### src/rtl/prg_mem.sv
// -----------------------------------------------------------------------------
// prg_mem : reloadable program memory feeding a small CPU fetch stage.
//
// After reset, or on a load request, the whole memory is first overwritten
// with FILL (one word per cycle, ascending). A streamed program is then
// accepted word by word from address 0 upward until LD_LAST or the top address.
// Instruction fetches are served only while idle, with one cycle of latency.
//
// Ports
//   CLK       in   rising-edge clock
//   RST       in   asynchronous active-high reset
//   PCNT      in   fetch address (program counter)
//   FETCH_EN  in   fetch request
//   MC_CODE   out  registered machine-code word
//   MC_VALID  out  MC_CODE holds the word fetched on the previous edge
//   LD_START  in   request to clear and reload the memory (honoured when idle)
//   LD_DATA   in   load word
//   LD_VALID  in   LD_DATA valid
//   LD_LAST   in   marks the final load word
//   LD_READY  out  a load word is accepted this cycle when LD_VALID is high
//   LD_DONE   out  one-cycle pulse after the final word is written
//   LD_CNT    out  number of words written by the most recent load
//   BUSY      out  clearing or loading
// -----------------------------------------------------------------------------
module prg_mem #(
  parameter int                ADDR_W = 4,
  parameter int                DATA_W = 8,
  parameter logic [DATA_W-1:0] FILL   = 8'hDF
) (
  input  logic              CLK,
  input  logic              RST,
  input  logic [ADDR_W-1:0] PCNT,
  input  logic              FETCH_EN,
  output logic [DATA_W-1:0] MC_CODE,
  output logic              MC_VALID,
  input  logic              LD_START,
  input  logic [DATA_W-1:0] LD_DATA,
  input  logic              LD_VALID,
  input  logic              LD_LAST,
  output logic              LD_READY,
  output logic              LD_DONE,
  output logic [ADDR_W:0]   LD_CNT,
  output logic              BUSY
);

  localparam int DEPTH = 1 << ADDR_W;

  localparam logic [1:0] IDLE  = 2'd0;
  localparam logic [1:0] CLEAR = 2'd1;
  localparam logic [1:0] LOAD  = 2'd2;

  localparam logic [ADDR_W-1:0] LAST_ADDR = {ADDR_W{1'b1}};

  logic [1:0]        state_q, state_d;
  logic [ADDR_W-1:0] ptr_q, ptr_d;
  logic [ADDR_W:0]   cnt_q, cnt_d;
  logic [DATA_W-1:0] code_q, code_d;
  logic              valid_q, valid_d;
  logic              done_q, done_d;

  logic              mem_we;
  logic [DATA_W-1:0] mem_wdata;
  logic [DATA_W-1:0] mem_q [DEPTH];

  // Next-state, write-port and fetch-path logic.
  always_comb begin
    state_d   = state_q;
    ptr_d     = ptr_q;
    cnt_d     = cnt_q;
    code_d    = code_q;
    valid_d   = 1'b0;
    done_d    = 1'b0;
    mem_we    = 1'b0;
    mem_wdata = FILL;
    case (state_q)
      IDLE: begin
        // A load request wins over a fetch issued in the same cycle.
        if (LD_START) begin
          state_d = CLEAR;
          ptr_d   = '0;
          cnt_d   = '0;
          code_d  = FILL;
        end else if (FETCH_EN) begin
          code_d  = mem_q[PCNT];
          valid_d = 1'b1;
        end else begin
          code_d  = code_q;
        end
      end
      CLEAR: begin
        mem_we    = 1'b1;
        mem_wdata = FILL;
        code_d    = FILL;
        if (ptr_q == LAST_ADDR) begin
          state_d = LOAD;
          ptr_d   = '0;
          cnt_d   = '0;
        end else begin
          ptr_d   = ptr_q + 1'b1;
        end
      end
      LOAD: begin
        code_d = FILL;
        if (LD_VALID) begin
          mem_we    = 1'b1;
          mem_wdata = LD_DATA;
          cnt_d     = cnt_q + 1'b1;
          // The top address ends the load even without LD_LAST: no wrap to 0.
          if (LD_LAST || (ptr_q == LAST_ADDR)) begin
            state_d = IDLE;
            ptr_d   = '0;
            done_d  = 1'b1;
          end else begin
            ptr_d   = ptr_q + 1'b1;
          end
        end else begin
          ptr_d = ptr_q;
        end
      end
      default: begin
        state_d = CLEAR;
        ptr_d   = '0;
        cnt_d   = '0;
        code_d  = FILL;
      end
    endcase
  end

  // Control and output registers; reset restarts the clear sweep at once.
  always_ff @(posedge CLK or posedge RST) begin
    if (RST) begin
      state_q <= CLEAR;
      ptr_q   <= '0;
      cnt_q   <= '0;
      code_q  <= FILL;
      valid_q <= 1'b0;
      done_q  <= 1'b0;
    end else begin
      state_q <= state_d;
      ptr_q   <= ptr_d;
      cnt_q   <= cnt_d;
      code_q  <= code_d;
      valid_q <= valid_d;
      done_q  <= done_d;
    end
  end

  // Storage array; contents are defined by the clear sweep, not by reset.
  always_ff @(posedge CLK) begin
    if (mem_we) begin
      mem_q[ptr_q] <= mem_wdata;
    end
  end

  assign MC_CODE  = code_q;
  assign MC_VALID = valid_q;
  assign LD_READY = (state_q == LOAD);
  assign LD_DONE  = done_q;
  assign LD_CNT   = cnt_q;
  assign BUSY     = (state_q != IDLE);

endmodule

### config.mk
export PLATFORM = sky130hd
export DESIGN_NAME = prg_mem
export DESIGN_NICKNAME = d
export VERILOG_FILES = /design/src/rtl/prg_mem.sv
export SDC_FILE = /design/constraint.sdc
export NUM_CORES = 1
export LEC_CHECK = 0
export ABC_CLOCK_PERIOD_IN_PS = 2150
export CORE_MARGIN = 2
export CORE_UTILIZATION = 53
export DETAILED_ROUTE_END_ITERATION = 12
export GPL_TIMING_DRIVEN = 0
export PLACE_DENSITY = 0.8
export SETUP_SLACK_MARGIN = 0.05
export SYNTH_ARGS = -nofsm -noshare
export SYNTH_HDL_FRONTEND = slang
export SYNTH_SLANG_ARGS = --single-unit
export TNS_END_PERCENT = 100
### constraint.sdc
create_clock -name CLK -period 2.15 [get_ports CLK]
set_input_delay 0.43 -clock CLK [delete_from_list [all_inputs] [get_ports CLK]]
set_output_delay 0.43 -clock CLK [all_outputs]
set_load 0.02 [all_outputs]
After elaboration in Yosys (flattened, before gate mapping):

Memories as Yosys holds them, arrays and structs flattened.
Index checks and enable logic that the tools add are counted.

* register bits after elaboration: 21
* RAM bits: 128
* bits of input ports: 18
* output and inout port bits: 17
* logic and storage cells: 52
* memories: 1

* $add $sub $neg: 2
* eq/ne operators: 8
* mux-type cells: 29
* reductions and logical operators: 6

Memory list
* mem_q: words 16, width 8, rd ports 1, clocked after Yosys merged registers in 0, wr ports 1, line 63 `logic [DATA_W-1:0] mem_q [DEPTH];`

Operators with widths (count)
* $mux W8: 5
* $mux W4: 4
* $mux W5: 3
* $pmux W5 S3: 1
* $pmux W4 S3: 1
* $mux W1: 9
* $mux W2: 4
* $ne A2 B2 Y1 const B: 3
* $pmux W2 S3: 1
* $add A5 B1 Y5 const B: 1
* $add A4 B1 Y4 const B: 1
* $eq A4 B4 Y1 const B: 1
* $reduce_and A4 Y1: 1
* $ne A3 B3 Y1 const B: 1
* $reduce_and A3 Y1: 1
* $eq A2 B1 Y1 const B: 1
* $eq A2 B2 Y1 const B: 1
* $logic_not A2 Y1: 1
* $ne A2 B1 Y1 const B: 1
* $pmux W1 S2: 1
* $reduce_and A2 Y1: 1
* $reduce_bool A2 Y1: 1
* $logic_or A1 B1 Y1: 1

Depth between registers and ports, before layout:

Gate-level depths: netlist (run 1).

* word-level depth: 5
* mapped depth: 7
* gate-level depth less buffers: 6

Worst setup path after synthesis (run 1):

No wires, ideal clock.

* path kind: register -> register
* from: reg state_q[0]
* to: mem mem_q[0][0] (enable)
* arrival time: 1.998 ns
* slack: -0.231 ns
* stages on the path, launching flop included: 8
* buffers on the path: 1
* clock period less this slack: 2.381 ns
* cell sequence: dfstp_2 > inv_1 > ha_1 > clkbuf_1 > a21oi_1 > nor2_1 > nand2_1 > nor3_1

* word-level cells in the longest chain between the ends: 4
* elaborated cells on any way between the ends: 5
* those cells by class: 2 x eq/ne; 3 x mux

RTL lines
* start, declared: line 54 `logic [1:0] state_q, state_d;`
* start signal, assigned: line 139 `state_q <= state_d;`
* $eq A2 B2 Y1
* named net LD_READY: line 40 `output logic LD_READY,`
* $pmux W1 S2: line 75 `case (state_q)`
* $mux W1: line 150 `if (mem_we) begin`
* $mux W1 (not written as such): line 151 `mem_q[ptr_q] <= mem_wdata;`
* end, declared: line 63

The timed path passes the listed nets, and every way through them passes these cells.

Final worst setup path (run 1):

* from: reg state_q[0]
* to: mem mem_q[2][3] (enable)

* word-level cells in the longest chain between the ends: 4
* elaborated cells on any way between the ends: 5
* those cells by class: 2 x eq/ne; 3 x mux

RTL lines (line)
* $eq A2 B2 Y1 / $eq A2 B1 Y1 (equally long branches): 75
* $pmux W1 S2 *: 75
* $mux W1 *: 150
* $mux W1 (not written as such) *: 151

Every way passes the cells marked *; elsewhere a longest branch is shown, timed or not.

==> reports/results.tsv, run 1 <==
metric	value	unit
root_buffer	clkbuf_16	
drt-initial-drc-count	584	
cts_hold_buf	0	
drive_above_1_share	0.237	
grt_start_max_net_pins	22	
ys_top_cells_by_count	128 x edfxtp_1, 30 x mux2i_1, 26 x nand2_1	
critPathLaunchType	flip-flop	
r2r_start	state_q[0]$_DFFE_PP1P_	
clkPwrFrac	0.402	
place_area	6640	µm²
status	complete, no violations	
p_int	5470	µW
holdCritPathClass	input port to flip-flop	
seq_area_frac_synth	0.715	
yosys.area.top_type	edfxtp_1	
grt_pass1_vias	3734	
synthArstFlopShare	0.141	
max_stage_delay	0.53	ns
cp.arrival	2.18	ns
synthFlopType	edfxtp_1	
netSwitchingFraction	0.252	
port-buffer-count	31	
hold-path-cell-count	3	
hpwl	8720	µm
comb_power_share	0.151	
layout.cells.non_filler	595	
area_growth	24.0	%
finalCritPeriodShare	0.949	
power_density	964	nW/µm²
switching_power	1840	µW
worst_slew_pin_slew	0.925	ns
gp_congestion	0.852	
skew	0.00931	ns
chipHeight	111	µm
slew_violations	0	
wl	14900	µm
num-nets-final	465	
avgSynthCellArea	16.2	µm²
insertion_delay	0.42	ns
cts_tree	built	
io_pins	35	
synthCells	378	
die_width	111	µm
num_rows	39	
critPathRequiredTime	2.29	ns
cp_num_buf_inv	4	
synth_area	6120	µm²
nFillCells	722	
crit_start	state_q[0]$_DFFE_PP1P_	
cts_htree_levels	4	
final.setup.tns	0	ns
max_freq	0.490	GHz
place_ws	-0.509	ns
cpMostUsedCell	buf_12	
hp-start	PCNT[0]	
seq_power_share	0.446	
reg2regPathDepth	8	
yosys.cell_count.top_type	edfxtp_1	
drtAntennaViolNets	0	
clock_sinks	149	
rsz0062_at_grt	yes	
clock_path_buffers	2	
synth_seq_cells	149	
crit_fanout	8	
leakage	0.00255	µW
first_pass_iters	6	
worst_slack	0.109	ns
diodes	0	
track_usage	0.250	
viasPerCell	6.29	
crit_slowest_cell	dfstp_2	
critPathTopFamily	flip-flops	
ys_top_cells_by_area	edfxtp_1 63%, mux4_2 5.5%, dfrtp_1 5.3%	
yosysWarnings	0	
grt_pass1_wl	22300	µm
multiInputGateArea	1810	µm²
remaining_drc_errors	0	
antenna_found_initial	0	
ys_types	32	
initial_core_util	0.541	
yosys.area.top_type_share	0.628	
cp-end-kind	flip-flop	
path_class	flip-flop to flip-flop	
seq_area	4380	µm²
finalHoldViolations	0	
wl_per_cell	25.1	µm
grt-ovfl-total	0	
dr_total_vias	3745	
final_util	0.670	
cts_buffers	17	
stdcell_area	7590	µm²
synth-edff-count	128	
path_depth	8	
layout_min_cycle_time	2.04	ns
die-area	12400	µm²
dp_cells	552	
path_cells	inv_1 -> ha_1 -> inv_2 -> nor2_4 -> buf_12 -> nand2_4 -> nor3_4 -> buf_12	
drv_cap	0	
clkTransAtPathRegs	0.06	ns
final-setup-viol-count	0	
ir_worst_vdd	0.565	mV
syn_nets	404	
core_area	11300	µm²
max_slew_margin	0.382	
## layer usage
layer  share of wire  GRT usage
met2            0.53      0.429
met4           0.032     0.0955
met3           0.067     0.0528
met1            0.37      0.315
met5               0          0
## final cells by class
cell class,instances,area share
Inverter,15,0.00742
Sequential cell,149,0.577
Multi-Input combinational cell,196,0.238
Tap cell,143,0.0236
Buffer,18,0.0120
Clock inverter,14,0.0213
Clock buffer,18,0.0565
Timing Repair Buffer,42,0.0640
## logic make-up (layout without fill, tap and decap cells)
kind of cell | after synthesis | after routing | share of synthesized area
AO/OA/AOI/OAI | 43 | 43 | 0.0458
adder cells (fa/ha/maj) | 8 | 8 | 0.0164
buffers and inverters | 33 | 107 | 0.0225
multiplexers | 49 | 49 | 0.121
flip-flops | 149 | 149 | 0.715
AND/OR/NAND/NOR | 96 | 96 | 0.0787
## cell usage in the layout, fill, tap and decap left out, types with 2 or more instances in the layout
cell / instances
o211ai_1: 3
nor2_4: 13
inv_1: 14
and3_1: 2
nor2_1: 5
buf_12: 8
edfxtp_1: 128
or2_2: 7
and2_1: 4
bufinv_16: 3
clkbuf_16: 17
mux4_1: 4
mux2i_1: 30
o21ai_0: 8
nand2_4: 4
clkinvlp_4: 4
clkbuf_1: 9
nor2b_1: 7
a21oi_1: 12
clkinv_4: 2
nand3_1: 4
clkdlybuf4s50_1: 28
a22oi_1: 7
o2111ai_1: 7
nor3_4: 5
buf_2: 4
nand4_1: 14
buf_4: 4
dfrtp_1: 13
clkinv_2: 4
nand2b_1: 5
dlygate4sd2_1: 2
nand2_1: 22
ha_1: 8
o31ai_1: 3
clkbuf_2: 4
mux4_2: 15
dfstp_2: 8
## what timing repair did
action	4_1_cts	5_1_grt
gates resized for setup	42	16
setup buffers	7	4
hold endpoints to repair	0	0
endpoints found under the setup margin	143	137
pin swaps	8	6
## stage by stage
stage | power, µW | hold WS (ns)
global route | 7520 | 0.499
global placement | 4020 | 0.469
detailed placement | 4060 | 0.491
CTS | 7110 | 0.460
floorplan | 3790 | 0.401
finish | 7310 | 0.474
## worst paths after layout
check                                          to  slack, ns
setup / recovery            mem_q[2][3]$_DFFE_PP_       0.11
hold / removal             MC_CODE[3]$_DFFE_PP1P_       0.47
setup reg to reg            mem_q[2][3]$_DFFE_PP_       0.11
hold reg to reg             LD_CNT[4]$_DFFE_PP0P_       0.49
max in group asynchronous  MC_CODE[5]$_DFFE_PP0P_       1.04
min in group asynchronous    ptr_q[3]$_DFFE_PP0P_       0.54
## flip-flops by register name (all words and copies together) (netlist names)
name / count
LD_CNT: 5
mem_q: 128
MC_CODE: 8
state_q: 2
ptr_q: 4
MC_VALID: 1
LD_DONE: 1
## worst min-delay path, delay by kind of cell
kind	cells	cell delay [ns]
AOI/OAI and AO/OA	1	0.12
buffers and inverters	1	0.20
and+or+nand+nor	1	0.13
## power groups by stage
stage | clock network [µW] | logic, µW | registers, µW
2_1_floorplan | 0 | 448 | 3340
3_3_place_gp | 0 | 713 | 3310
3_5_place_dp | 0 | 738 | 3320
4_1_cts | 2940 | 905 | 3260
5_1_grt | 3090 | 1160 | 3270
6_report | 2940 | 1110 | 3260
Power figures use the tool's default switching activity.
==> inputs of run 2 (changes only) <==
- RECOVER_POWER: unset -> 25
==> reports/results.tsv, run 2 (synthesized netlist as in run 1, its figures left out) <==
metric	value	unit	change
status	complete, no violations		unchanged
hold-path-cell-count	3		unchanged
final_cell_mix	128 x edfxtp_1, 30 x mux2i_1, 22 x nand2_1		was 128 x edfxtp_1, 30 x mux2i_1, 28 x clkdlybuf4s50_1
hpwl	8720	µm	unchanged
cp.arrival	2.36	ns	was 2.18 ns
rsz0062_at_grt	yes		unchanged
grt_pass1_wl	22300	µm	unchanged
num-nets-final	465		unchanged
final.setup.tns	0	ns	unchanged
slew_violations	0		unchanged
drv_cap	0		unchanged
leakage	0.00257	µW	was 0.00255 µW
clock_sinks	149		unchanged
fin_hold_ws	0.474	ns	about the same
max_freq	0.490	GHz	about the same
diodes	0		unchanged
crit_fanout	10		was 8
die-area	12400	µm²	unchanged
viasPerCell	6.29		about the same
area_growth	23.9	%	was 24.0%
finalCritPeriodShare	0.950		was 0.949
power_density	963	nW/µm²	was 964 nW/µm²
cts_tree	built		unchanged
finalHoldViolations	0		unchanged
io_pins	35		unchanged
place_area	6640	µm²	unchanged
dr_total_vias	3743		was 3745
insertion_delay	0.42	ns	about the same
layout_min_cycle_time	2.04	ns	about the same
grt-ovfl-total	0		unchanged
first_pass_iters	8		was 6
path_cells	clkdlybuf4s50_1 -> clkbuf_1 -> nor2b_2 -> a22oi_1 -> nand4_1 -> o2111ai_1		was inv_1 -> ha_1 -> inv_2 -> nor2_4 -> buf_12 -> nand2_4 -> nor3_4 -> buf_12
drtAntennaViolNets	0		unchanged
drive_above_1_share	0.237		unchanged
final_util	0.670		about the same
cts_htree_levels	4		unchanged
path_class	input port to flip-flop		was flip-flop to flip-flop
largest_reg_flops	128		unchanged
die_width	111	µm	unchanged
clock_path_buffers	2		unchanged
cp_num_buf_inv	2		was 4
cp-end-kind	flip-flop		unchanged
worst_slack	0.108	ns	was 0.109 ns
cts_hold_buf	0		unchanged
remaining_drc_errors	0		unchanged
critPathTopFamily	buffers and inverters		was flip-flops
top_register	mem_q		unchanged
nFillCells	723		was 722
holdCritPathClass	input port to flip-flop		unchanged
final_common_cell	edfxtp_1		unchanged
min_to	MC_CODE[3]$_DFFE_PP1P_		unchanged
r2r_slack	0.11	ns	about the same
critPathRequiredTime	2.46	ns	was 2.29 ns
ir_worst_vdd	0.564	mV	was 0.565 mV
gp_congestion	0.852		unchanged
grt_pass1_vias	3734		unchanged
antenna_found_initial	0		unchanged
chipHeight	111	µm	unchanged
skew	0.00878	ns	was 0.00931 ns
wl	15000	µm	was 14900 µm
stdcell_area	7580	µm²	was 7590 µm²
port-buffer-count	31		unchanged
core_area	11300	µm²	unchanged
critPathLaunchType	input port		was flip-flop
root_buffer	clkbuf_16		unchanged
r2r_end	mem_q[2][3]$_DFFE_PP_		unchanged
wl_per_cell	25.1	µm	about the same
cts_buffers	17		unchanged
hp-start	PCNT[0]		unchanged
place_ws	-0.509	ns	unchanged
track_usage	0.250		unchanged
drt-initial-drc-count	585		was 584
num_rows	39		unchanged
max_stage_delay	0.56	ns	was 0.53 ns
initial_core_util	0.541		unchanged
max_slew_margin	0.381		was 0.382
worst_slew_pin_slew	0.927	ns	was 0.925 ns
final-setup-viol-count	0		unchanged
grt_start_max_net_pins	22		unchanged
reg2regPathDepth	8		unchanged
r2r_start	state_q[0]$_DFFE_PP1P_		unchanged
crit_slowest_cell	clkdlybuf4s50_1		was dfstp_2
clkTransAtPathRegs	0.06	ns	about the same
-- run 2: cell types whose count changed in the layout (fill, tap and decap cells not counted) --
cell and delta:
dlygate4sd3_1 +7, clkdlybuf4s50_1 -7, nor2b_2 +1, nor2b_4 -1
-- run 2: metal layers --
layer / vias to the layer above / global-route usage / wire length (µm)
li1: 1592 / - / -
met1: 1891 / 0.315 / 5420
met2: 218 / 0.429 / 7850
met3: 42 / 0.0528 / 1190
met4: 0 / 0.0955 / 495
met5: - / 0 / 0
-- run 2: power by group --
group | leakage (µW) | switching [µW] | internal (µW)
combinational | 0.000999 | 665 | 439
clock | 0.000279 | 1130 | 1810
sequential | 0.00129 | 43.4 | 3220
-- run 2: what timing repair did --
action | 4_1_cts | 5_1_grt
setup endpoints to repair | 143 | 137
resized for setup | 42 | 16
hold endpoints to repair | 0 | 0
pin swaps | 8 | 6
setup buffers | 7 | 4
-- run 2: worst max path at each step --
stage	start	to	slack, ns	cells after the start
after global routing	state_q[0]$_DFFE_PP1P_	mem_q[2][3]$_DFFE_PP_	0.03	8
after CTS	state_q[0]$_DFFE_PP1P_	mem_q[15][5]$_DFFE_PP_	0.04	4
after detailed placement	state_q[0]$_DFFE_PP1P_	mem_q[4][5]$_DFFE_PP_	-0.51	7
after global placement	PCNT[1]	MC_CODE[5]$_DFFE_PP0P_	-0.45	6
after floorplan	state_q[0]$_DFFE_PP1P_	mem_q[4][0]$_DFFE_PP_	-0.02	7
final	PCNT[3]	MC_CODE[0]$_DFFE_PP1P_	0.11	6
-- run 2: area by class of cell --
class / instances / area (µm²) / share of cell area
buffer: 18 / 91.3 / 0.0120
clock buffer: 18 / 429 / 0.0566
clock inverter: 14 / 161 / 0.0213
inverter: 15 / 56.3 / 0.00742
multi-input combinational: 196 / 1800 / 0.238
sequential: 149 / 4380 / 0.577
tap: 143 / 179 / 0.0236
timing repair buffer: 42 / 485 / 0.0640
-- run 2: stage by stage --
stage | std cells | power [µW]
2_1_floorplan | 378 | 3790
3_3_place_gp | 552 | 4020
3_5_place_dp | 552 | 4060
4_1_cts | 591 | 7110
5_1_grt | 595 | 7520
6_report | 595 | 7300
-- run 2: worst reg2reg max path, delay by kind of cell (launching register included) --
kind	cells	cell delay, ns
adder cells (fa/ha/maj)	1	0.33
flip-flops	1	0.53
buffers and inverters	4	0.45
AND/OR/NAND/NOR	3	0.44
==> inputs of run 3 (changes only) <==
- CORE_UTILIZATION: 53 -> 39
- PLACE_DENSITY: 0.8 -> 0.63
==> reports/results.tsv, run 3 (synthesized netlist as in run 1, its figures left out) <==
metric	value	unit	change
status	complete, no violations		unchanged
root_buffer	clkbuf_16		unchanged
cp.arrival	2.20	ns	was 2.36 ns
grt_pass1_wl	20500	µm	was 22300 µm
power_density	966	nW/µm²	was 963 nW/µm²
num_rows	45		was 39
wl_per_cell	20.3	µm	was 25.1 µm
drt-initial-drc-count	218		was 585
seq_power_share	0.433		was 0.447
ir_worst_vdd	0.609	mV	was 0.564 mV
holdCritPathClass	flip-flop to flip-flop		was input port to flip-flop
clock_sinks	149		unchanged
core_area	15300	µm²	was 11300 µm²
port-buffer-count	31		unchanged
first_pass_iters	4		was 8
max_slew_margin	0.425		was 0.381
drive_above_1_share	0.238		was 0.237
critPathRequiredTime	2.29	ns	was 2.46 ns
path_class	flip-flop to flip-flop		was input port to flip-flop
cts_buffers	17		unchanged
layout.cells.non_filler	664		was 595
cts_htree_levels	4		unchanged
top_register	mem_q		unchanged
rsz0062_at_grt	yes		unchanged
grt_start_max_net_pins	22		unchanged
num-nets-final	466		was 465
clkPwrFrac	0.438		was 0.402
io_pins	35		unchanged
dr_total_vias	3484		was 3743
grt-ovfl-total	0		unchanged
chipHeight	129	µm	was 111 µm
skew	0.00823	ns	was 0.00878 ns
drtAntennaViolNets	0		unchanged
p_int	5770	µW	was 5470 µW
final_util	0.510		was 0.670
track_usage	0.173		was 0.250
worst_slew_pin_slew	0.862	ns	was 0.927 ns
nFillCells	1228		was 723
cts_hold_buf	0		unchanged
grt_pass1_vias	3656		was 3734
die-area	16700	µm²	was 12400 µm²
clkTransAtPathRegs	0.06	ns	about the same
initial_core_util	0.401		was 0.541
cp-end-kind	flip-flop		unchanged
netSwitchingFraction	0.232		was 0.251
critPathLaunchType	flip-flop		was input port
wl	13500	µm	was 15000 µm
finalCritPeriodShare	0.957		was 0.950
crit_fanout	10		unchanged
largest_reg_flops	128		unchanged
gp_congestion	0.810		was 0.852
final_common_cell	edfxtp_1		unchanged
remaining_drc_errors	0		unchanged
switching_power	1750	µW	was 1840 µW
place_area	6730	µm²	was 6640 µm²
layout_min_cycle_time	2.06	ns	was 2.04 ns
slew_violations	0		unchanged
clock_path_buffers	2		unchanged
leakage	0.00262	µW	was 0.00257 µW
cts_tree	built		unchanged
viasPerCell	5.25		was 6.29
drv_cap	0		unchanged
final-setup-viol-count	0		unchanged
antenna_found_initial	0		unchanged
final_cell_mix	128 x edfxtp_1, 30 x mux2i_1, 23 x clkdlybuf4s50_1		was 128 x edfxtp_1, 30 x mux2i_1, 22 x nand2_1
stdcell_area	7780	µm²	was 7580 µm²
area_growth	27.2	%	was 23.9%
die_width	129	µm	was 111 µm
finalHoldViolations	0		unchanged
hpwl	8900	µm	was 8720 µm
diodes	0		unchanged
max_freq	0.486	GHz	was 0.490 GHz
dp_cells	621		was 552
comb_power_share	0.129		was 0.151
insertion_delay	0.42	ns	about the same
==> run 3: cell types whose count changed in the layout (fill, tap and decap cells not counted), moves of 2 or more <==
cell / change
inv_6: +2
a21oi_2: +2
clkdlybuf4s50_1: +2
buf_12: +3
clkinvlp_4: -4
dlygate4sd3_1: -2
bufinv_16: +3
==> run 3: power by group through the flow <==
| stage | logic, µW | registers [µW] | clock network [µW] |
|---|---|---|---|
| after floorplan | 448 | 3340 | 0 |
| after global placement | 721 | 3310 | 0 |
| after detailed placement | 740 | 3320 | 0 |
| after CTS | 897 | 3260 | 3340 |
| after global routing | 1040 | 3260 | 3470 |
| final | 969 | 3260 | 3300 |
==> run 3: final timing paths <==
| kind | from | to | slack, ns | depth (start not counted) |
|---|---|---|---|---|
| worst max-delay path | state_q[0]$_DFFE_PP1P_ | mem_q[0][3]$_DFFE_PP_ | 0.09 | 8 |
| worst min-delay path | LD_CNT[4]$_DFFE_PP0P_ | LD_CNT[4]$_DFFE_PP0P_ | 0.49 | 1 |
| worst max register to register | state_q[0]$_DFFE_PP1P_ | mem_q[0][3]$_DFFE_PP_ | 0.09 | 8 |
| worst min register to register | LD_CNT[4]$_DFFE_PP0P_ | LD_CNT[4]$_DFFE_PP0P_ | 0.49 | 1 |
| max in group asynchronous | RST | MC_CODE[5]$_DFFE_PP0P_ | 0.98 | 2 |
| min in group asynchronous | RST | LD_CNT[4]$_DFFE_PP0P_ | 0.63 | 2 |
==> run 3: what timing repair did <==
| action | in CTS | in global routing |
|---|---|---|
| setup buffers | 12 | 0 |
| endpoints found under the setup margin | 139 | 128 |
| resized for setup | 40 | 17 |
| endpoints found under the hold margin | 0 | 0 |
| pin swaps | 11 | 3 |
==> run 3: cell type report <==
| type | count | area, µm² | share of cell area |
|---|---|---|---|
| flip-flops and latches | 149 | 4380 | 0.563 |
| clock buffers | 18 | 429 | 0.0551 |
| repair buffers | 44 | 542 | 0.0696 |
| well taps | 211 | 264 | 0.0339 |
| multi-input cells | 196 | 1800 | 0.231 |
| clock inverters | 14 | 229 | 0.0294 |
| plain buffers | 17 | 87.6 | 0.0113 |
| inverters | 15 | 56.3 | 0.00723 |
==> run 3: metal layers <==
| layer | up-vias | GRT usage | routed length, µm |
|---|---|---|---|
| li1 | 1597 | - | - |
| met1 | 1783 | 0.219 | 5450 |
| met2 | 89 | 0.284 | 6950 |
| met3 | 15 | 0.0504 | 875 |
| met4 | 0 | 0.0646 | 204 |
| met5 | - | 0 | 0 |
==> run 3: worst max-delay path, cell delays in order (launching register included) <==
cell      delay (ns)
dfstp_2         0.37
inv_1           0.13
ha_1            0.21
clkbuf_4        0.20
a21oi_2         0.09
nor2_4          0.25
nand2_4         0.15
nor3_4          0.22
buf_12          0.16
==> run 3: per-stage QoR <==
step / hold WS [ns] / power, µW / setup slack, ns / setup TNS [ns]
after global routing: 0.503 / 7770 / 0.000222 / 0
after global placement: 0.483 / 4030 / -0.552 / -50.56
final: 0.489 / 7520 / 0.0928 / 0
after CTS: 0.480 / 7490 / 0.0182 / 0
after detailed placement: 0.478 / 4060 / -0.576 / -52.14
after floorplan: 0.401 / 3790 / -0.0182 / -0.724
